`config.mk`:
```
export PLATFORM = sky130hd
export DESIGN_NAME = cla_share_arb_flat
export DESIGN_NICKNAME = d
export VERILOG_FILES = /design/src/rtl/cla_share_arb_if.sv /design/src/rtl/cla_share_arb.sv /design/src/flat_wrapper.sv
export SDC_FILE = /design/constraint.sdc
export NUM_CORES = 1
export LEC_CHECK = 0
export ABC_CLOCK_PERIOD_IN_PS = 2300
export BUFFER_PORTS_ARGS = -buffer_cell sky130_fd_sc_hd__buf_2
export CORE_ASPECT_RATIO = 1.2
export CORE_UTILIZATION = 48
export CTS_BUF_LIST = sky130_fd_sc_hd__clkbuf_16
export CTS_CLUSTER_DIAMETER = 30
export DETAILED_ROUTE_END_ITERATION = 6
export GPL_ROUTABILITY_DRIVEN = 0
export PLACE_DENSITY = 0.79
export SYNTH_ARGS = -nofsm -noshare
export SYNTH_HDL_FRONTEND = slang
export SYNTH_SLANG_ARGS = --single-unit
```
`constraint.sdc`:
```
create_clock -name clk -period 2.3 [get_ports clk]
set_input_delay 0.115 -clock clk [delete_from_list [all_inputs] [get_ports clk]]
set_output_delay 0.115 -clock clk [all_outputs]
set_load 0.05 [all_outputs]
```
`src/rtl/cla_share_arb_if.sv`:
```
// cla_share_arb_if: bundles the client request/response signals and the shared adder
// connection of cla_share_arb.
//   slave  : arbiter view (receives requests and adder results, drives grants/results/adder)
//   master : environment view (clients plus the shared adder instance)
// Signals:
//   req/req_a/req_b         per-requester request level and 4-bit operands (requester i at [4i+3:4i])
//   gnt                     one-hot one-cycle grant
//   rsp_valid/id/sum/cout   result strobe, owner index, captured sum and carry
//   busy                    arbiter not idle
//   add_start/add_a/add_b   start pulse and operands to the shared adder
//   add_sum/add_cout        shared adder result
interface cla_share_arb_if #(
   parameter int unsigned NREQ = 4,
   parameter int unsigned ID_W = 2
);
   logic [NREQ-1:0]   req;
   logic [4*NREQ-1:0] req_a;
   logic [4*NREQ-1:0] req_b;
   logic [NREQ-1:0]   gnt;
   logic              rsp_valid;
   logic [ID_W-1:0]   rsp_id;
   logic [3:0]        rsp_sum;
   logic              rsp_cout;
   logic              busy;
   logic              add_start;
   logic [3:0]        add_a;
   logic [3:0]        add_b;
   logic [3:0]        add_sum;
   logic              add_cout;

   modport slave (
      input  req, req_a, req_b, add_sum, add_cout,
      output gnt, rsp_valid, rsp_id, rsp_sum, rsp_cout, busy, add_start, add_a, add_b
   );

   modport master (
      output req, req_a, req_b, add_sum, add_cout,
      input  gnt, rsp_valid, rsp_id, rsp_sum, rsp_cout, busy, add_start, add_a, add_b
   );
endinterface

```
`src/rtl/cla_share_arb.sv`:
```
// cla_share_arb: shares one multi-cycle 4-bit carry-lookahead adder between NREQ requesters.
// A winner is picked in IDLE, granted for one cycle together with a one-cycle adder start
// pulse, the operands are held for WAIT_CYC cycles, then Sum/Cout are captured and returned
// for one cycle tagged with the winner's index. The adder has no done output, so the fixed
// wait is the only completion indication.
// Ports:
//   clk    clock
//   rst_n  asynchronous active-low reset; aborts any operation in flight
//   bus    cla_share_arb_if.slave (requests, grants, results, shared adder connection)
// Configuration macro:
//   CLA_ARB_FIXED_PRIO_EN  defined: fixed priority (lowest index wins), no rotating pointer
//                          undefined: round robin starting at the requester after the last winner
// All outputs are registered.
module cla_share_arb #(
   parameter int unsigned NREQ     = 4,
   parameter int unsigned ID_W     = 2,
   parameter int unsigned WAIT_CYC = 10
) (
   input  logic           clk,
   input  logic           rst_n,
   cla_share_arb_if.slave bus
);
   localparam int unsigned CNT_W = $clog2(WAIT_CYC);

   typedef enum logic [1:0] {StIdle, StIssue, StWait, StResp} state_e;

   state_e            state_q, state_d;
   logic [CNT_W-1:0]  cnt_q, cnt_d;
   logic [ID_W-1:0]   win_q, win_d;
   logic [NREQ-1:0]   gnt_q, gnt_d;
   logic              add_start_q, add_start_d;
   logic [3:0]        add_a_q, add_a_d;
   logic [3:0]        add_b_q, add_b_d;
   logic              rsp_valid_q, rsp_valid_d;
   logic [ID_W-1:0]   rsp_id_q, rsp_id_d;
   logic [3:0]        rsp_sum_q, rsp_sum_d;
   logic              rsp_cout_q, rsp_cout_d;
   logic              busy_q, busy_d;

   logic              any_req;
   logic [ID_W-1:0]   pick;
   logic              cnt_done;

   assign any_req  = |bus.req;
   assign cnt_done = (cnt_q == CNT_W'(WAIT_CYC - 1));

`ifdef CLA_ARB_FIXED_PRIO_EN
   // Scan from the top so the lowest requesting index is the last write.
   always_comb begin
      pick = '0;
      for (int i = int'(NREQ) - 1; i >= 0; i--) begin
         if (bus.req[i]) pick = ID_W'(i);
      end
   end
`else
   logic [ID_W-1:0] ptr_q, ptr_d;
   int              idx;

   // Scan the rotated order from its far end so the first requester at or after ptr wins.
   always_comb begin
      pick = '0;
      idx  = 0;
      for (int i = int'(NREQ) - 1; i >= 0; i--) begin
         idx = int'(ptr_q) + i;
         if (idx >= int'(NREQ)) idx = idx - int'(NREQ);
         if (bus.req[idx]) pick = ID_W'(idx);
      end
   end

   always_comb begin
      ptr_d = ptr_q;
      if (state_q == StIdle && any_req) begin
         ptr_d = (pick == ID_W'(NREQ - 1)) ? '0 : pick + 1'b1;
      end
   end

   always_ff @(posedge clk or negedge rst_n) begin
      if (!rst_n) ptr_q <= '0;
      else        ptr_q <= ptr_d;
   end
`endif

   // State register.
   always_ff @(posedge clk or negedge rst_n) begin
      if (!rst_n) state_q <= StIdle;
      else        state_q <= state_d;
   end

   // Next-state logic.
   always_comb begin
      state_d = state_q;
      unique case (state_q)
         StIdle:  if (any_req) state_d = StIssue;
         StIssue: state_d = StWait;
         StWait:  if (cnt_done) state_d = StResp;
         StResp:  state_d = StIdle;
         default: state_d = StIdle;
      endcase
   end

   // Output/datapath next values; outputs are registered so they line up with the state.
   always_comb begin
      gnt_d       = '0;
      add_start_d = 1'b0;
      rsp_valid_d = 1'b0;
      add_a_d     = add_a_q;
      add_b_d     = add_b_q;
      cnt_d       = cnt_q;
      win_d       = win_q;
      rsp_id_d    = rsp_id_q;
      rsp_sum_d   = rsp_sum_q;
      rsp_cout_d  = rsp_cout_q;
      busy_d      = (state_d != StIdle);
      unique case (state_q)
         StIdle: begin
            if (any_req) begin
               gnt_d       = NREQ'(1) << pick;
               add_start_d = 1'b1;
               win_d       = pick;
               add_a_d     = bus.req_a[4*int'(pick) +: 4];
               add_b_d     = bus.req_b[4*int'(pick) +: 4];
            end
         end
         StIssue: cnt_d = '0;
         StWait: begin
            if (cnt_done) begin
               rsp_valid_d = 1'b1;
               rsp_id_d    = win_q;
               rsp_sum_d   = bus.add_sum;
               rsp_cout_d  = bus.add_cout;
            end else begin
               cnt_d = cnt_q + 1'b1;
            end
         end
         StResp: ;
         default: ;
      endcase
   end

   always_ff @(posedge clk or negedge rst_n) begin
      if (!rst_n) begin
         gnt_q       <= '0;
         add_start_q <= 1'b0;
         add_a_q     <= '0;
         add_b_q     <= '0;
         cnt_q       <= '0;
         win_q       <= '0;
         rsp_valid_q <= 1'b0;
         rsp_id_q    <= '0;
         rsp_sum_q   <= '0;
         rsp_cout_q  <= 1'b0;
         busy_q      <= 1'b0;
      end else begin
         gnt_q       <= gnt_d;
         add_start_q <= add_start_d;
         add_a_q     <= add_a_d;
         add_b_q     <= add_b_d;
         cnt_q       <= cnt_d;
         win_q       <= win_d;
         rsp_valid_q <= rsp_valid_d;
         rsp_id_q    <= rsp_id_d;
         rsp_sum_q   <= rsp_sum_d;
         rsp_cout_q  <= rsp_cout_d;
         busy_q      <= busy_d;
      end
   end

   assign bus.gnt       = gnt_q;
   assign bus.add_start = add_start_q;
   assign bus.add_a     = add_a_q;
   assign bus.add_b     = add_b_q;
   assign bus.rsp_valid = rsp_valid_q;
   assign bus.rsp_id    = rsp_id_q;
   assign bus.rsp_sum   = rsp_sum_q;
   assign bus.rsp_cout  = rsp_cout_q;
   assign bus.busy      = busy_q;
endmodule

```
`src/flat_wrapper.sv`:
```
// flat-port wrapper written by rule: the top's interface ports become plain ports
module cla_share_arb_flat 
#(
   parameter int unsigned NREQ     = 4,
   parameter int unsigned ID_W     = 2,
   parameter int unsigned WAIT_CYC = 10
)
  (clk, rst_n, bus_req, bus_req_a, bus_req_b, bus_add_sum, bus_add_cout, bus_gnt, bus_rsp_valid, bus_rsp_id, bus_rsp_sum, bus_rsp_cout, bus_busy, bus_add_start, bus_add_a, bus_add_b);
  cla_share_arb_if #(.NREQ(NREQ), .ID_W(ID_W)) bus_i ();
  input  logic clk;
  input  logic rst_n;
  input wire logic [$bits(bus_i.req)-1:0] bus_req;
  input wire logic [$bits(bus_i.req_a)-1:0] bus_req_a;
  input wire logic [$bits(bus_i.req_b)-1:0] bus_req_b;
  input wire logic [$bits(bus_i.add_sum)-1:0] bus_add_sum;
  input wire logic [$bits(bus_i.add_cout)-1:0] bus_add_cout;
  output wire logic [$bits(bus_i.gnt)-1:0] bus_gnt;
  output wire logic [$bits(bus_i.rsp_valid)-1:0] bus_rsp_valid;
  output wire logic [$bits(bus_i.rsp_id)-1:0] bus_rsp_id;
  output wire logic [$bits(bus_i.rsp_sum)-1:0] bus_rsp_sum;
  output wire logic [$bits(bus_i.rsp_cout)-1:0] bus_rsp_cout;
  output wire logic [$bits(bus_i.busy)-1:0] bus_busy;
  output wire logic [$bits(bus_i.add_start)-1:0] bus_add_start;
  output wire logic [$bits(bus_i.add_a)-1:0] bus_add_a;
  output wire logic [$bits(bus_i.add_b)-1:0] bus_add_b;
  assign bus_i.req = bus_req;
  assign bus_i.req_a = bus_req_a;
  assign bus_i.req_b = bus_req_b;
  assign bus_i.add_sum = bus_add_sum;
  assign bus_i.add_cout = bus_add_cout;
  assign bus_gnt = bus_i.gnt;
  assign bus_rsp_valid = bus_i.rsp_valid;
  assign bus_rsp_id = bus_i.rsp_id;
  assign bus_rsp_sum = bus_i.rsp_sum;
  assign bus_rsp_cout = bus_i.rsp_cout;
  assign bus_busy = bus_i.busy;
  assign bus_add_start = bus_i.add_start;
  assign bus_add_a = bus_i.add_a;
  assign bus_add_b = bus_i.add_b;
  cla_share_arb #(.NREQ(NREQ), .ID_W(ID_W), .WAIT_CYC(WAIT_CYC)) u_core (.clk(clk), .rst_n(rst_n), .bus(bus_i));
endmodule
```
# Word-level counts from Yosys, hierarchy flattened
# Cells that the tools add are included.
word_totals:
  inputBits: 43
  output_inout_bits: 22
  word_cells: 79
  regBits: 32
classes:
  eq_ne: 6
  n_reduce_logical: 8
  mux: 32
  shift: 3
  order_cmp: 8
  add_sub_neg: 9
ops:
  columns: ["op", "n"]
  rows:
  - ["32-bit by 4-bit < comparator with 1-bit output (second input constant)", 4]
  - ["32-bit 2-to-1 mux", 4]
  - ["32-bit by 4-bit greater-or-equal comparator with 1-bit output (second input constant)", 3]
  - ["32-bit by 4-bit subtractor with 32-bit output (second input constant)", 3]
  - ["16-bit by 5-bit indexed part select with 4-bit output", 2]
  - ["2-bit 2-to-1 mux", 7]
  - ["1-bit 2-to-1 mux", 12]
  - ["4-bit 2-to-1 mux", 3]
  - ["1-bit binary-select mux with 2-bit select", 4]
  - ["2-bit one-hot mux with 4 select lines", 1]
  - ["4-bit one-hot mux with 2 select lines", 1]
  - ["2-bit by 2-bit adder with 3-bit output (second input constant)", 2]
  - ["2-bit equality test (second input constant)", 3]
  - ["2-bit AND reduction", 3]
  - ["4-bit by 1-bit adder with 4-bit output (second input constant)", 1]
  - ["4-bit equality test (second input constant)", 1]
  - ["2-bit nonzero test", 2]
  - ["4-bit OR reduction", 1]
  - ["1-bit by 2-bit << shifter with 4-bit output (first input constant)", 1]
  - ["2-bit by 3-bit subtractor with 4-bit output (second input constant)", 1]
  - ["2-bit by 1-bit adder with 3-bit output (second input constant)", 1]
  - ["2-bit by 3-bit greater-or-equal comparator with 1-bit output (second input constant)", 1]
  - ["2-bit by 1-bit adder with 2-bit output (second input constant)", 1]
  - ["2-bit by 1-bit equality test with 1-bit output (second input constant)", 1]
  - ["other kinds (3)", 3]

# Longest topological paths before layout
depth:
  ltp_word: 13
  depth_mapped: 8
  depth_no_buf: 8

# Least setup slack after synthesis
# OpenSTA, ideal clock, no wires.
synth_timing:
  kind: "register to register"
  startpoint: "register u_core.ptr_q[0]"
  endpoint: "register u_core.gnt_q[2] (netlist: u_core.bus.gnt[2])"
  setup_slack_ps: 515
  t_required_ps: 2181
  t_arrival_ps: 1666
  path_buffers: 2
  period_less_slack_ps: 1785
  setup_time_ps: 119
  stages_incl_launch_ff: 9
  path_cell_list: "dfrtp_1 and2b_1 or4b_1 buf_6 nand2_8 inv_4 buf_6 ha_1 and2_1"
synth_between:
  elab_chain_cells: 13
  elab_cells_between_ends: 34
  classes_between: "add/sub (7); order compare (4); shift (1); mux (22)"
synth_rtl:
  columns: ["element", "line_no", "rtl"]
  rows:
  - ["from (decl)", "cla_share_arb.sv:56", "logic [ID_W-1:0] ptr_q, ptr_d;"]
  - ["from (signal assigned)", "cla_share_arb.sv:79", "else ptr_q <= ptr_d;"]
  - ["2-bit by 2-bit adder with 3-bit output", "cla_share_arb.sv:64", "idx = int'(ptr_q) + i;"]
  - ["32-bit by 4-bit subtractor with 32-bit output / 32-bit by 4-bit greater-or-equal comparator with 1-bit output (equally long branches)", "cla_share_arb.sv:65", "if (idx >= int'(NREQ)) idx = idx - int'(NREQ);"]
  - ["32-bit 2-to-1 mux", "cla_share_arb.sv:65", null]
  - ["1-bit binary-select mux with 2-bit select", "cla_share_arb.sv:66", "if (bus.req[idx]) pick = ID_W'(idx);"]
  - ["1-bit 2-to-1 mux (implied by the code) (2 in a row)", "cla_share_arb.sv:66", null]
  - ["2-bit 2-to-1 mux (3 in a row)", "cla_share_arb.sv:66", null]
  - ["2-bit 2-to-1 mux *", "cla_share_arb.sv:66", null]
  - ["1-bit by 2-bit << shifter with 4-bit output *", "cla_share_arb.sv:117", "gnt_d = NREQ'(1) << pick;"]
  - ["4-bit 2-to-1 mux *", "cla_share_arb.sv:116", "if (any_req) begin"]
  - ["4-bit 2-to-1 mux *", "cla_share_arb.sv:114", "unique case (state_q)"]
  - ["net u_core.gnt_d[2]", "cla_share_arb.sv:30", "logic [NREQ-1:0] gnt_q, gnt_d;"]
  - ["to (signal assigned)", "cla_share_arb.sv:154", "gnt_q <= gnt_d;"]
  - ["to (decl)", "cla_share_arb.sv:30", null]
# Mark *: on every way through the listed nets, which the timed path passes. The rest lies on a longest branch. The select of a mux whose other input is x is not followed.
# A chain may end at the register's enable or synchronous reset.

# Final worst setup path
# Same ends and word-level chain as after synthesis.

==> results by group <==
Floorplan
  • Die extent in x: between 50 and 60 um
  • Row count: 23
  • Ports placed on the boundary: 65
  • Initial Util: 0.504
  • Die Y: 66.9 um
  • Core area: ~3300 um2
  • Die ar.: 3750 um2

Detailed routing
  • 1st-pass router iterations: 4
  • Post-DRT Antenna Nets: 0
  • Vias: ~1400
  • DRC marker count from the first detailed-route iteration: 27
  • Drt wl/cell: 13.4 um
  • DR vias/cell: between 5 and 6
  • Total Wirelength: roughly 3500 um
  • Drc violations: 0

Pwr
  • Internal power: ~1.7 mW
  • Logic pwr share: 0.463
  • Clock Power Share: 0.243
  • PwrDens: ~1400 nW/um2
  • Lkg Pwr: approximately 1.1 nW
  • Psw: approximately 1.3 mW
  • Share of power burned in registers: 0.293
  • Worst VDD drop: about 0.0011 V
  • Switching Fraction: 0.437

Global route
  • Total track usage: 0.200
  • First-pass GRT wire length: between 5000 and 6000 um
  • Largest net degree at the start of global routing: 33
  • Antenna violations before repair: 0
  • Global route total overflow: 0
  • Number of global-route vias before repair: 1244

Final layout
  • Area added between synthesis and finish: 29.0%
  • Antenna diodes: 0
  • Most common cell after layout, fill and taps aside: buf_2
  • Commonest cells after routing, fill and taps aside: 64 x buf_2, 32 x dfrtp_1, 21 x nand2_1
  • Layout Nets: around 280
  • Share of cells above drive strength 1: 0.372
  • Final core utilization: 0.650

Timing
  • Setup TNS: 0 ns
  • Worst Tran Pin Value: 0.865 ns
  • Tcrit/Tclk final: 0.910
  • Final min period: around 2.1 ns
  • Final Skew: approximately 0.0042 ns
  • Final setup fails: 0
  • RSZ-0062 raised after global routing: no
  • Fmax achieved: 0.478 GHz
  • Worst slew margin: 0.417
  • Slew Limit Fails: 0
  • Final Hold Vio Count: 0

Synthesis
  • FFs w/ async S/R, synth: 1.00
  • Cell variety after synth: 34
  • Top post-synthesis cells by area: dfrtp_1 48%, mux2i_1 5.4%, ha_1 5.2%
  • Yosys reg bits: 32
  • Syn_nets: 210
  • Mapped Area: 1680 um2
  • Most common flop cell mapped by yosys: dfrtp_1
  • Share of the yosys chip area belonging to registers: 0.476
  • Post-synth EDFFs: 0
  • Synthesized area per cell: between 10 and 15 um2
  • Top cell type's share of synthesized area: 0.476
  • Synth area leader: dfrtp_1
  • Post-Syn Instances: 160
  • Synthesis Warnings: 0

Placement
  • Hpwl dp: between 2000 and 3000 um
  • IO Port Bufs: between 60 and 70

Run status
  • Status: completed

Critical path
  • Critical path buffer and inverter count: 1
  • Data required, critical path: approximately 2.5 ns
  • Startpoint Class: flip-flop
  • Cell Chain, Critical Path: and2b_1 -> or4b_1 -> nand2_8 -> inv_4 -> ha_1 -> and2_1
  • CP Class: flip-flop to flip-flop
  • Crit Path Max Fanout: 17
  • Critical path arrival: 2.26 ns
  • Critical Path End Type: flip-flop
  • Worst stage delay on the critical path: ~0.77 ns
  • Critical-path top delay cell: or4b_1
  • Delay-heaviest family, CP: simple AND/OR/NAND/NOR gates

Clock tree
  • Clk root buf: clkbuf_16
  • TritonCTS clock tree: yes
  • CTS max path bufs: 2
  • CTS Sinks: 32
  • TritonCTS buffer count: 5
  • Clk slew on worst S/H paths: around 0.050 ns
  • Clock latency at the later pin of the worst-skew pair: ~0.28 ns
  • H-tree levels: 2

Worst hold path
  • HP Class: input pin to flip-flop

Run
  • Max_cap viols: 0
[Yosys cell counts, types with 2 or more instances]
library cell  number
a21boi_1           8
a21oi_1            3
and2_1             3
and2b_1            2
and3_1             8
buf_6              4
clkbuf_1           3
dfrtp_1           32
ha_1               7
inv_1              4
mux2_2             7
mux2i_1            9
nand2_1           21
nand3_1            2
nor2_1             4
nor2b_1            3
nor3_1             2
o211ai_1           8
o21ai_0           13
o21ai_1            3
[worst reg2reg max path: stages (launching register included)]
cell	delay [ns]
dfrtp_1	0.37
and2b_1	0.20
or4b_1	0.78
nand2_8	0.21
inv_4	0.10
ha_1	0.20
and2_1	0.14
[layer usage]
| metal | share of wire | routed length (um) | GRT usage | vias up |
|---|---|---|---|---|
| li1 | - | - | - | 692 |
| met1 | 0.40 | 1410 | 0.227 | 639 |
| met2 | 0.54 | 1900 | 0.354 | 54 |
| met3 | 0.047 | 167 | 0.0524 | 5 |
| met4 | 0.014 | 48 | 0.0915 | 0 |
| met5 | 0 | 0 | 0 | - |
[logic make-up after synthesis]
group	count (synthesis)	synth area share
flops	32	0.476
fa+ha+maj	7	0.0520
compound gates	38	0.147
simple gates	52	0.167
mux	16	0.100
xor+xnor	1	0.00521
buf+inv	14	0.0528
[final cells by class]
type                            instances  area, um2
Fill cell                             285       1170
Clock inverter                          3       42.5
Clock buffer                            5        125
Tap cell                               37       46.3
Inverter                                6       25.0
Multi-Input combinational cell        114        793
Sequential cell                        32        801
Timing Repair Buffer                   66        338
[path summary, 6_finish.rpt]
| kind | from | slack (ns) | cells after the start | endpoint |
|---|---|---|---|---|
| max reg2reg | u_core.ptr_q[0] | 0.21 | 6 | u_core.bus.gnt[2] |
| max in group asynchronous | rst_n | 1.43 | 2 | u_core.bus.add_b[0] |
| min | bus_add_sum[3] | 0.07 | 2 | u_core.bus.rsp_sum[3] |
| min reg2reg | u_core.bus.add_b[0] | 0.49 | 2 | u_core.bus.add_b[0] |
| max | u_core.ptr_q[0] | 0.21 | 6 | u_core.bus.gnt[2] |
| min in group asynchronous | rst_n | 0.42 | 2 | u_core.bus.add_start |
[power groups by stage]
| stage | registers (mW) | logic, mW | clock network (mW) |
|---|---|---|---|
| 2_1_floorplan | 1.31 | 0.723 | 0 |
| 3_3_place_gp | 0.903 | 1.39 | 0 |
| 3_5_place_dp | 0.906 | 1.42 | 0 |
| 4_1_cts | 0.900 | 1.43 | 0.759 |
| 5_1_grt | 0.922 | 1.54 | 0.790 |
| 6_report | 0.899 | 1.42 | 0.746 |
[state kept, by name (all words and copies together), names as in the netlist]
signal / cells
u_core.bus.add_a: 4
u_core.bus.add_b: 4
u_core.bus.add_start: 1
u_core.bus.busy: 1
u_core.bus.gnt: 4
u_core.bus.rsp_cout: 1
u_core.bus.rsp_id: 2
u_core.bus.rsp_sum: 4
u_core.bus.rsp_valid: 1
u_core.cnt_q: 4
u_core.ptr_q: 2
u_core.state_q: 2
u_core.win_q: 2
[per-stage QoR]
stage	instance area (um2)	hold WS, ns	instances	power, mW	setup slack [ns]
after floorplan	1680	-0.181	160	2.03	0.515
after global placement	1990	0.199	254	2.29	0.227
after detailed placement	1990	0.200	254	2.32	0.213
after CTS	2170	0.0618	263	3.09	0.199
after global routing	2170	0.0653	263	3.26	0.101
final	2170	0.0667	263	3.07	0.206
[timing repair]
item / CTS / global route
hold endpoints to repair: 32 / 0
setup buffers: 0 / 0
gates resized for setup: 0 / 0
hold buffers: 1 / 0
No activity file was read; power rests on OpenSTA's default activity.
